**config.mk**
```make
export PLATFORM = sky130hd
export DESIGN_NAME = pulse_gen_multi
export DESIGN_NICKNAME = d
export VERILOG_FILES = /design/src/rtl/pulse_gen_multi.sv
export SDC_FILE = /design/constraint.sdc
export NUM_CORES = 1
export LEC_CHECK = 0
export BUFFER_PORTS_ARGS = -buffer_cell sky130_fd_sc_hd__buf_2
export CAP_MARGIN = 40
export CORE_MARGIN = 2
export CORE_UTILIZATION = 54
export CTS_BUF_LIST = sky130_fd_sc_hd__clkbuf_4 sky130_fd_sc_hd__clkbuf_8
export DETAILED_ROUTE_END_ITERATION = 10
export PLACE_DENSITY = 0.88
export SLEW_MARGIN = 20
export SYNTH_ARGS = -nofsm -noshare
export SYNTH_HDL_FRONTEND = slang
export SYNTH_SLANG_ARGS = --single-unit
```
**constraint.sdc**
```tcl
create_clock -name clk -period 2.7 [get_ports clk]
set_input_delay 0.54 -clock clk [delete_from_list [all_inputs] [get_ports clk]]
set_output_delay 0.54 -clock clk [all_outputs]
set_load 0.02 [all_outputs]
```
**src/rtl/pulse_gen_multi.sv**
```systemverilog
// Multi-channel programmable pulse generator: delay, min-width pulse,
// optional wait-stretch and repeated pulses with a gap, per channel.
module pulse_gen_multi #(
    parameter int NUM_CH = 4,
    parameter int CNT_W  = 16
) (
    input  logic                      clk,
    input  logic                      reset,
    input  logic [NUM_CH-1:0]         start,
    input  logic [NUM_CH-1:0]         abort,
    input  logic [NUM_CH*CNT_W-1:0]   delay_cnt,
    input  logic [NUM_CH*CNT_W-1:0]   width_cnt,
    input  logic [NUM_CH*CNT_W-1:0]   gap_cnt,
    input  logic [NUM_CH*CNT_W-1:0]   repeat_cnt,
    input  logic [NUM_CH-1:0]         wait_en,
    input  logic [NUM_CH-1:0]         wait_on,
    output logic [NUM_CH-1:0]         pulse,
    output logic [NUM_CH-1:0]         busy,
    output logic [NUM_CH-1:0]         done
);

    typedef enum logic [2:0] {
        IDLE  = 3'd0,
        DELAY = 3'd1,
        PULSE = 3'd2,
        HOLD  = 3'd3,
        GAP   = 3'd4
    } state_t;

    localparam logic [CNT_W-1:0] ONE = CNT_W'(1);

    for (genvar i = 0; i < NUM_CH; i++) begin : g_ch
        state_t           state;
        state_t           state_nx;
        logic [CNT_W-1:0] cnt;
        logic [CNT_W-1:0] dly_m1;
        logic [CNT_W-1:0] wid_m1;
        logic [CNT_W-1:0] gap_m1;
        logic [CNT_W-1:0] rem;
        logic             wen;
        logic             done_r;
        logic             done_nx;
        logic             load;
        logic             dec;
        logic [CNT_W-1:0] d_in;
        logic [CNT_W-1:0] w_in;
        logic [CNT_W-1:0] g_in;
        logic [CNT_W-1:0] r_in;

        assign d_in = delay_cnt[i*CNT_W +: CNT_W];
        assign w_in = width_cnt[i*CNT_W +: CNT_W];
        assign g_in = gap_cnt[i*CNT_W +: CNT_W];
        assign r_in = repeat_cnt[i*CNT_W +: CNT_W];

        always_comb begin
            state_nx = state;
            load     = 1'b0;
            done_nx  = 1'b0;
            dec      = 1'b0;
            unique case (state)
                IDLE: begin
                    if (start[i]) begin
                        load     = 1'b1;
                        state_nx = (d_in != '0) ? DELAY : PULSE;
                    end
                end
                DELAY: begin
                    if (cnt == dly_m1) state_nx = PULSE;
                end
                PULSE, HOLD: begin
                    // HOLD releases on wait_on; PULSE ends on its last width cycle
                    if ((state == PULSE && cnt == wid_m1) ||
                        (state == HOLD && wait_on[i])) begin
                        if (state == PULSE && wen && !wait_on[i]) begin
                            state_nx = HOLD;
                        end else if (rem != '0) begin
                            state_nx = GAP;
                        end else begin
                            state_nx = IDLE;
                            done_nx  = 1'b1;
                        end
                    end
                end
                GAP: begin
                    if (cnt == gap_m1) begin
                        state_nx = PULSE;
                        dec      = 1'b1;
                    end
                end
                default: state_nx = IDLE;
            endcase
            if (abort[i]) begin
                state_nx = IDLE;
                load     = 1'b0;
                done_nx  = 1'b0;
                dec      = 1'b0;
            end
        end

        always_ff @(posedge clk) begin
            if (reset) begin
                state  <= IDLE;
                cnt    <= '0;
                dly_m1 <= '0;
                wid_m1 <= '0;
                gap_m1 <= '0;
                rem    <= '0;
                wen    <= 1'b0;
                done_r <= 1'b0;
            end else begin
                state  <= state_nx;
                done_r <= done_nx;
                if (state_nx != state || state == IDLE) cnt <= '0;
                else                                    cnt <= cnt + ONE;
                if (load) begin
                    dly_m1 <= d_in - ONE;
                    wid_m1 <= (w_in == '0) ? '0 : w_in - ONE;
                    gap_m1 <= (g_in == '0) ? '0 : g_in - ONE;
                    rem    <= r_in;
                    wen    <= wait_en[i];
                end else if (dec) begin
                    rem <= rem - ONE;
                end
            end
        end

        assign pulse[i] = (state == PULSE) || (state == HOLD);
        assign busy[i]  = (state != IDLE);
        assign done[i]  = done_r;
    end

endmodule

```
==> results of run 1 <==
-- state kept, by name (all words and copies together) (netlist names) --
signal and flops:
g_ch.done_r 4, g_ch.gap_m1 64, g_ch.dly_m1 64, g_ch.cnt 64, g_ch.rem 64, g_ch.state 12
g_ch.wid_m1 64, g_ch.wen 4
-- cell families (layout without fill, tap and decap cells) --
| family | count (synthesis) | count (layout) | synth area share (%) |
|---|---|---|---|
| adders and majority gates | 28 | 28 | 1.79 |
| xor gates and xnor gates | 421 | 421 | 18.8 |
| muxes | 10 | 10 | 0.530 |
| other | 0 | 5 | 0 |
| AOI/OAI and AO/OA | 399 | 399 | 14.5 |
| DFF | 340 | 340 | 34.7 |
| buffers and inverters | 234 | 566 | 4.73 |
| and+or+nand+nor | 996 | 996 | 24.9 |
-- cell usage after synthesis, types with 5 or more instances --
master / number
sky130_fd_sc_hd__nor2b_1: 12
sky130_fd_sc_hd__xor2_1: 244
sky130_fd_sc_hd__nand3_1: 65
sky130_fd_sc_hd__nand3b_1: 14
sky130_fd_sc_hd__nand4b_1: 6
sky130_fd_sc_hd__a22oi_1: 112
sky130_fd_sc_hd__inv_1: 57
sky130_fd_sc_hd__or2_2: 10
sky130_fd_sc_hd__buf_2: 21
sky130_fd_sc_hd__o211ai_1: 7
sky130_fd_sc_hd__or3_1: 36
sky130_fd_sc_hd__xnor2_1: 177
sky130_fd_sc_hd__a2bb2oi_1: 6
sky130_fd_sc_hd__buf_1: 6
sky130_fd_sc_hd__dfxtp_1: 340
sky130_fd_sc_hd__nand4_1: 41
sky130_fd_sc_hd__nand2_1: 142
sky130_fd_sc_hd__ha_1: 28
sky130_fd_sc_hd__nor3_1: 85
sky130_fd_sc_hd__mux2i_1: 7
sky130_fd_sc_hd__nor4_1: 74
sky130_fd_sc_hd__nor3b_1: 9
sky130_fd_sc_hd__nor2_1: 412
sky130_fd_sc_hd__a21oi_1: 51
sky130_fd_sc_hd__a31oi_1: 13
sky130_fd_sc_hd__a211oi_1: 93
sky130_fd_sc_hd__a311oi_1: 10
sky130_fd_sc_hd__clkbuf_1: 144
sky130_fd_sc_hd__o32ai_1: 7
sky130_fd_sc_hd__o21ai_0: 42
sky130_fd_sc_hd__and3_1: 15
sky130_fd_sc_hd__and4_1: 9
sky130_fd_sc_hd__a22o_1: 8
sky130_fd_sc_hd__nand2b_1: 13
sky130_fd_sc_hd__nor4b_1: 9
sky130_fd_sc_hd__or4_1: 21
sky130_fd_sc_hd__o21a_1: 5
-- report_power, final --
part / leakage, nW / total (W) / internal (W) / switching (W)
registers: 2.78 / 0.00549 / 0.00527 / 0.000224
clock network: 0.648 / 0.00488 / 0.00273 / 0.00215
logic: 6.10 / 0.00188 / 0.000812 / 0.00106
total: 9.52 / 0.0122 / 0.00881 / 0.00343
-- worst max-delay path by stage --
| stage | end | cells past startpoint |
|---|---|---|
| after floorplan | g_ch[1].wid_m1[3]$_SDFFE_PP0P_ | 9 |
| after global placement | g_ch[2].wid_m1[15]$_SDFFE_PP0P_ | 8 |
| after detailed placement | g_ch[1].wid_m1[14]$_SDFFE_PP0P_ | 10 |
| after CTS | g_ch[2].rem[3]$_SDFFE_PP0P_ | 6 |
| after global routing | g_ch[2].rem[3]$_SDFFE_PP0P_ | 6 |
| final | g_ch[1].rem[15]$_SDFFE_PP0P_ | 7 |
-- stage by stage --
step           power [W]  hold WS [ns]
2_1_floorplan    0.00671         0.432
3_3_place_gp     0.00732         0.443
3_5_place_dp     0.00742         0.448
4_1_cts           0.0123        0.0942
5_1_grt           0.0127         0.120
6_report          0.0122         0.134
-- routing by layer --
| layer | vias to the layer above | wire length, µm |
|---|---|---|
| li1 | 9103 | - |
| met2 | 820 | 26500 |
| met4 | 0 | 2070 |
| met5 | - | 0 |
| met3 | 172 | 3890 |
| met1 | 8957 | 22700 |
-- layout make-up --
| type | count | share of cell area, % |
|---|---|---|
| clock buffers | 87 | 4.86 |
| clock inverters | 13 | 0.411 |
| inverters | 58 | 0.942 |
| flip-flops and latches | 340 | 29.5 |
| diodes | 5 | 0.0541 |
| multi-input cells | 1854 | 51.4 |
| repair buffers | 408 | 10.4 |
| well taps | 461 | 2.50 |
-- worst max-delay path: cells and delay by family, from the launching register on --
kind	cells	cell delay (ns)
flops	1	0.34
simple gates	5	1.80
compound gates	2	0.24
==> results.txt, run 1 <==
The critical path starts at g_ch[1].rem[0]$_SDFFE_PP0P_. The logs give 0.65 ns for the clock latency of the later-clocked register in the worst-skew pair and 0 for the total global routing overflow. The power per standard cell area is 530 mW/mm², and the number of setup buffers added after CTS is 0.

After synthesis, the share of flip-flops with an asynchronous set or reset is 0%. The critical hold path startpoint is delay_cnt[48]. Instance area after placement: 0.0219 mm². In this run the critical register-to-register path is captured at g_ch[1].rem[15]$_SDFFE_PP0P_. The count of endpoints failing setup in the final report is 0.

The final layout contains routed wiring with a total length of 55200 µm. For this run, global-route usage on met3 was measured as 4.96%. The run gives 0.21 ns as the worst reg-to-reg setup slack. The floorplan step set the die height to 194 µm. The half-perimeter wire length after placement is 40300 µm, and the cell row count is 69. The die covers 0.0378 mm². For the hold buffer count at CTS, the log shows 0. The worst hold path was traced through 2 stages. The tools report the all-layer global routing usage as 28.3%. The worst IR drop on VDD came out at 0.338 mV.

The net total in the final layout is 3020, and the worst slew margin relative to its limit is 44.9%. After detailed routing, the number of vias per cell comes to 5.91. The sequential cell area fraction in the yosys report is 34.7%, and the number of enable-type register cells in the synthesized netlist is 0. The number of global-route vias before repair is 18.7k, and the clock slew at the register clock pins of the worst setup and hold paths is 0.07 ns.

At the worst endpoint, the required time is 3.23 ns. In the final layout, the multi-input gates occupy 0.0119 mm². For this run, the detailed router's first-pass iteration total came to 6. Of all nets on the critical path, the largest fanout is 5. In this run, placement finished with an instance count of 3121. For this run, the top clock speed supported by timing is 401 MHz. In the final layout, the share of cells above drive strength 1 is 19.7%.

The tools report the clock sink count as 340. For the number of different library cells in the post-synthesis netlist, the log shows 75. Walking the worst path, the cells encountered are or4_1 > nor4_2 > nand2_1 > or3_1 > or3_1 > a21oi_1 > o32ai_1. met2 is the most crowded layer. The finished layout holds 3226 standard cells, fillers aside. Setup repair after global routing left no endpoint under its margin. The first global-routing pass estimated 89900 µm of wire. The run gives 0.0231 mm² as the final standard cell area without fillers. Synthesis handed over a netlist of 2428 instances. The routed layout has 19.1k vias. The count of nets left with antenna violations after detail routing is 0, and the total CTS buffers is 56. The root buffer cell chosen for the clock tree is sky130_fd_sc_hd__clkbuf_8.

Area of the placeable core: 0.0357 mm². The tools report the capture endpoint of the worst hold path as g_ch[3].dly_m1[0]$_SDFFE_PP0P_. Entering global routing, the biggest net connects 113 pins. After synthesis, the cell types taking the most area are sky130_fd_sc_hd__dfxtp_1, sky130_fd_sc_hd__xor2_1, sky130_fd_sc_hd__xnor2_1, sky130_fd_sc_hd__nor2_1, sky130_fd_sc_hd__a22oi_1. After synthesis, the mean cell area works out to 8.07 µm². In the routed design, unresolved DRC markers number 0. The tool flagged a number of max-cap violations equal to 0. When the netlist entered floorplanning its net count stood at 2730. Slew at the pin closest to its max-slew limit: 0.823 ns.

The worst setup path is captured at a register. TritonCTS built the clock tree. For the final database, setup skew stands at 0.0245 ns. The worst setup path is of the register to register kind. The filler cells instantiated in the layout total 2814. The worst register-to-register path begins at g_ch[1].rem[0]$_SDFFE_PP0P_.

The leading cell type in the layout, fill and taps excluded was sky130_fd_sc_hd__nor2_1. The post-synth design cell area is 0.0196 mm², and the initial antenna violation count is 3. sky130_fd_sc_hd__dfxtp_1 takes more of the synthesized area than any other cell. For the worst setup path, the data arrival time is 3.03 ns. The number of buffers inserted by port buffering works out to 285.

The tools report the maximum root-to-sink buffer count as 3. The worst min-delay path category is input port to register. The die span in x was 194 µm. For this design the top-level I/O count stands at 286.

The run finished with clean final reports. Summing all flip-flop and latch instances after layout gives 0.00681 mm². For this run, the slowest stage of the critical path takes 0.61 ns. The number of gates resized after CTS was 0. The clock tree synthesis step divided the H-tree into 2 levels. Nature of the critical path startpoint: a register.

Global routing used 48.8% of the available met2 tracks. For met1 alone, demand over resource in global routing was 34.6%. The final max-slew violation count is 0.

The depth of the most critical reg-to-reg path is 7. The run gives 64.8% as the final core utilization. The number of hold violations in the final report is 0, and the flip-flop and latch count after synthesis is 340. The tools report the total negative slack for setup checks as 0 ns. The library cells used most frequently in the layout, excluding fill and tap cells, are sky130_fd_sc_hd__nor2_1, sky130_fd_sc_hd__dfxtp_1, sky130_fd_sc_hd__buf_2, sky130_fd_sc_hd__xor2_1, sky130_fd_sc_hd__xnor2_1. Before CTS, the worst setup slack after placement is -0.154 ns. The Yosys step of the flow raised 0 warnings. Among the stages of the critical path, the cell type that occurs most often is sky130_fd_sc_hd__or3_1.

The largest individual stage delay along the critical path comes from the cell sky130_fd_sc_hd__or4_1. Dividing the detail-routed wire length by the instance count gives 17.1 µm. For the leakage power total, the log shows 9.52 nW. The worst setup slack after layout was 0.206 ns; the final RePlAce weighted congestion was 0.961.

The worst path in the final design needs a cycle of 2.49 ns, including I/O delays and setup. The area growth from synthesis to layout is 18.0%. After the first detailed-routing iteration, the DRC count stood at 1549. Among all flip-flop cells after synthesis, the most frequent one is sky130_fd_sc_hd__dfxtp_1. Once the floorplan was initialized, standard cells occupied 54.9% of the core. After layout, the worst path uses 92.4% of the clock period. The synthesized design devotes to its leading area cell type 34.7% of total area.
Power figures use the tool's default switching activity.
==> inputs of run 2 (changes only) <==
--- a/config.mk
+++ b/config.mk
@@ -8,10 +8,10 @@
 export BUFFER_PORTS_ARGS = -buffer_cell sky130_fd_sc_hd__buf_2
 export CAP_MARGIN = 40
 export CORE_MARGIN = 2
-export CORE_UTILIZATION = 54
+export CORE_UTILIZATION = 50
 export CTS_BUF_LIST = sky130_fd_sc_hd__clkbuf_4 sky130_fd_sc_hd__clkbuf_8
 export DETAILED_ROUTE_END_ITERATION = 10
-export PLACE_DENSITY = 0.88
+export PLACE_DENSITY = 0.83
 export SLEW_MARGIN = 20
 export SYNTH_ARGS = -nofsm -noshare
 export SYNTH_HDL_FRONTEND = slang
==> run 2 against run 1 <==
  * Fmax shrank 0.43%
  * First-iteration DRC count fell by 0.77%
  * Critical path depth unchanged
  * Largest power group unchanged
==> results.txt, run 2 (same netlist as run 1, synthesis figures left out) <==
For the final wirelength, the log shows 54400 µm (was 55200 µm). The run gives 0 (unchanged) as the count of nets left with antenna violations after detail routing. For the number of top-level design ports, the log shows 286 (unchanged). The slowest cell on the critical path is sky130_fd_sc_hd__or4_1 (unchanged). TritonCTS built the clock tree.

The clock latency of the later-clocked register in the worst-skew pair came out at 0.64 ns (was 0.65 ns). Top library cells by usage in the layout, fill and taps aside: sky130_fd_sc_hd__nor2_1, sky130_fd_sc_hd__dfxtp_1, sky130_fd_sc_hd__buf_2, sky130_fd_sc_hd__xor2_1, sky130_fd_sc_hd__xnor2_1 (unchanged). The worst-path maximum fanout is 5 (unchanged), and the share of cells above drive strength 1 is 19.6% (was 19.7%). The height of the chip works out to 202 µm (was 194 µm). The count of vias placed by the detailed router is 18.7k (was 19.1k), and the worst setup slack after layout is 0.195 ns (was 0.206 ns). The leading cell type in the layout, fill and taps excluded was sky130_fd_sc_hd__nor2_1 (unchanged).

For the largest clock skew in the final design, the log shows 0.0259 ns (was 0.0245 ns). Sequence of cells on the critical path: or4_1 > nor4_2 > nand2_1 > or3_1 > or3_1 > a21oi_1 > o32ai_1 (unchanged). The logs give 0.19 ns (was 0.21 ns) for the worst reg-to-reg setup slack and 0 (unchanged) for the count of endpoints failing setup in the final report.

The logs give 89300 µm (was 89900 µm) for the global-route wire length before repair and 50.7% (was 54.9%) for the starting density of the core. The logs give 18.3k (was 18.7k) for the number of global-route vias before repair and 3.19 ns (was 3.23 ns) for the required time of the worst setup path. The largest net degree at the start of global routing was 104 (was 113). The nature of the critical path startpoint is a register (unchanged). The final max-slew violation count was 0 (unchanged). The number of stages on the worst setup path was 7 (unchanged); the fill cell total of the finished layout was 3220 (was 2814). Worst reg2reg path startpoint: g_ch[1].rem[0]$_SDFFE_PP0P_ (unchanged).

The final routed wire length divided by cell count is 16.6 µm (was 17.1 µm). The power per standard cell area is 545 mW/mm² (was 530 mW/mm²). The slew at the pin closest to its max-slew limit works out to 0.733 ns (was 0.823 ns).

The critical path endpoint was g_ch[1].rem[15]$_SDFFE_PP0P_ (unchanged). The logs give 0.00681 mm² (about the same) for the total area of sequential cells and -0.0827 ns (was -0.154 ns) for the worst setup slack after placement. The tools report the cell row count as 72 (was 69). Setup repair after global routing left no endpoint under its margin.

The delay of the slowest cell on the worst path came out at 0.61 ns (about the same). Buffer cell driving the clock tree root: sky130_fd_sc_hd__clkbuf_8 (unchanged). For the total global routing overflow, the log shows 0 (unchanged). The logs give 0.0127 W (was 0.0122 W) for the post-route total power and 1 (was 3) for the initial antenna violation count.

The flow ran to the end, and the final reports show no timing, DRC or antenna violations. The logs give 0.0219 mm² (about the same) for the instance area after placement and 0.0232 mm² (was 0.0231 mm²) for the final standard cell area without fillers. The hold buffer count at CTS is 0 (unchanged).

The total CTS buffers is 58 (was 56), and the post-route fraction of the period consumed by the critical path is 92.8% (was 92.4%). The area of the placeable core is 0.0386 mm² (was 0.0357 mm²). Leakage power total: 9.54 nW (was 9.52 nW). The number of hold violations in the final report is 0 (unchanged), and the layout overhead on the synthesized area is 18.6% (was 18.0%). The area of the die came out at 0.0408 mm² (was 0.0378 mm²).

The die span in x came out at 202 µm (was 194 µm). Cell repeated most along the worst path: sky130_fd_sc_hd__or3_1 (unchanged). The run gives 2 (unchanged) as the total number of H-tree levels.

The highest attainable clock frequency came out at 399 MHz (was 401 MHz). The kind of critical path is register to register (unchanged). The run gives 0 (unchanged) as the number of max-cap violations. The count of unresolved DRC violations after routing is 0 (unchanged), and the detailed router's first-iteration violation count is 1537 (was 1549). Critical register-to-register path endpoint: g_ch[1].rem[15]$_SDFFE_PP0P_ (unchanged). The number of buffers inserted by port buffering is 285 (unchanged), and the clock sink count is 340 (unchanged). Net total in the final layout: 3012 (was 3020). The run gives 0.0119 mm² (about the same) as the area occupied by multi-input gates. Worst setup path startpoint: g_ch[1].rem[0]$_SDFFE_PP0P_ (unchanged).

The depth of the most critical reg-to-reg path was 7 (unchanged). The worst min-delay path category is input port to register (unchanged). The post-route minimum period came out at 2.51 ns (was 2.49 ns).

Final RePlAce weighted congestion: 0.942 (was 0.961). The half-perimeter wire length after placement came out at 40600 µm (was 40300 µm). The tools report the antenna cell count as 0 (was 5). The worst slew margin relative to its limit is 51.0% (was 44.9%), and the arrival time of the worst setup path is 3.00 ns (was 3.03 ns). The number of iterations in the first detailed-routing pass is 6 (unchanged). The worst IR drop on VDD came out at 0.505 mV (was 0.338 mV). The tools report the worst hold slack as 0.145 ns (was 0.134 ns). The number of buffer and inverter stages on the critical path came out at 0 (unchanged).

Endpoint kind of the worst setup timing path: a register (unchanged). Maximum root-to-sink buffer count: 3 (unchanged). The dominant delay contributor by cell family on the critical path was simple AND/OR/NAND/NOR gates (unchanged). The ratio of routed vias to standard cells is 5.71 (was 5.91). The all-layer global routing usage was 26.2% (was 28.3%). The run gives 0 ns (unchanged) as the total negative slack for setup checks. The clock slew at the register clock pins of the worst setup and hold paths was 0.07 ns (about the same).
## run 2: cell count changes in the layout (fill, tap and decap cells not counted)
cell                         change
sky130_fd_sc_hd__buf_4          -12
sky130_fd_sc_hd__bufinv_16       +4
sky130_fd_sc_hd__dfxtp_2         +2
sky130_fd_sc_hd__a21o_1          -1
sky130_fd_sc_hd__a21o_2          +1
sky130_fd_sc_hd__nor4_2          -1
sky130_fd_sc_hd__diode_2         -5
sky130_fd_sc_hd__buf_12          +2
sky130_fd_sc_hd__nor4_1          +1
sky130_fd_sc_hd__dfxtp_1         -2
sky130_fd_sc_hd__clkbuf_4        +1
sky130_fd_sc_hd__clkinvlp_4      -1
## run 2: routing by layer
metal,share of wire [%],wire [µm],GRT usage (%)
met1,43,23400,33.5
met2,47,25700,44.3
met3,6.6,3590,4.40
met4,3.2,1750,9.40
met5,0,0,0
## run 2: how the worst min path moves through the flow
stage,end,from,cells after the start
6_report,g_ch[3].dly_m1[0]$_SDFFE_PP0P_,delay_cnt[48],2
5_1_grt,g_ch[0].dly_m1[0]$_SDFFE_PP0P_,delay_cnt[0],2
4_1_cts,g_ch[0].dly_m1[0]$_SDFFE_PP0P_,delay_cnt[0],2
3_5_place_dp,g_ch[0].wen$_SDFFE_PP0P_,g_ch[0].wen$_SDFFE_PP0P_,2
3_3_place_gp,g_ch[1].rem[15]$_SDFFE_PP0P_,g_ch[1].rem[15]$_SDFFE_PP0P_,2
2_1_floorplan,g_ch[0].wen$_SDFFE_PP0P_,g_ch[0].wen$_SDFFE_PP0P_,2
## run 2: where the power goes
group	switching [W]	total (W)	internal [W]
combinational	0.00107	0.00188	0.000817
sequential	0.000223	0.00549	0.00527
clock	0.00216	0.00530	0.00314
## run 2: repair_timing
action,in CTS,in global routing
resized for setup,0,3
setup endpoints to repair,0,3
buffers inserted,0,0
## run 2: area by class of cell
| class | instances | share of cell area [%] |
|---|---|---|
| flip-flops and latches | 340 | 29.3 |
| well taps | 518 | 2.79 |
| clock buffers | 88 | 4.86 |
| repair buffers | 398 | 10.1 |
| inverters | 58 | 0.937 |
| clock inverters | 16 | 0.894 |
| multi-input cells | 1854 | 51.1 |
## run 2: per-stage QoR
stage	cells	utilization [%]
6_report	3272	60.1
5_1_grt	3272	60.1
4_1_cts	3271	60.1
3_5_place_dp	3167	56.6
3_3_place_gp	3165	56.6
2_1_floorplan	2428	-
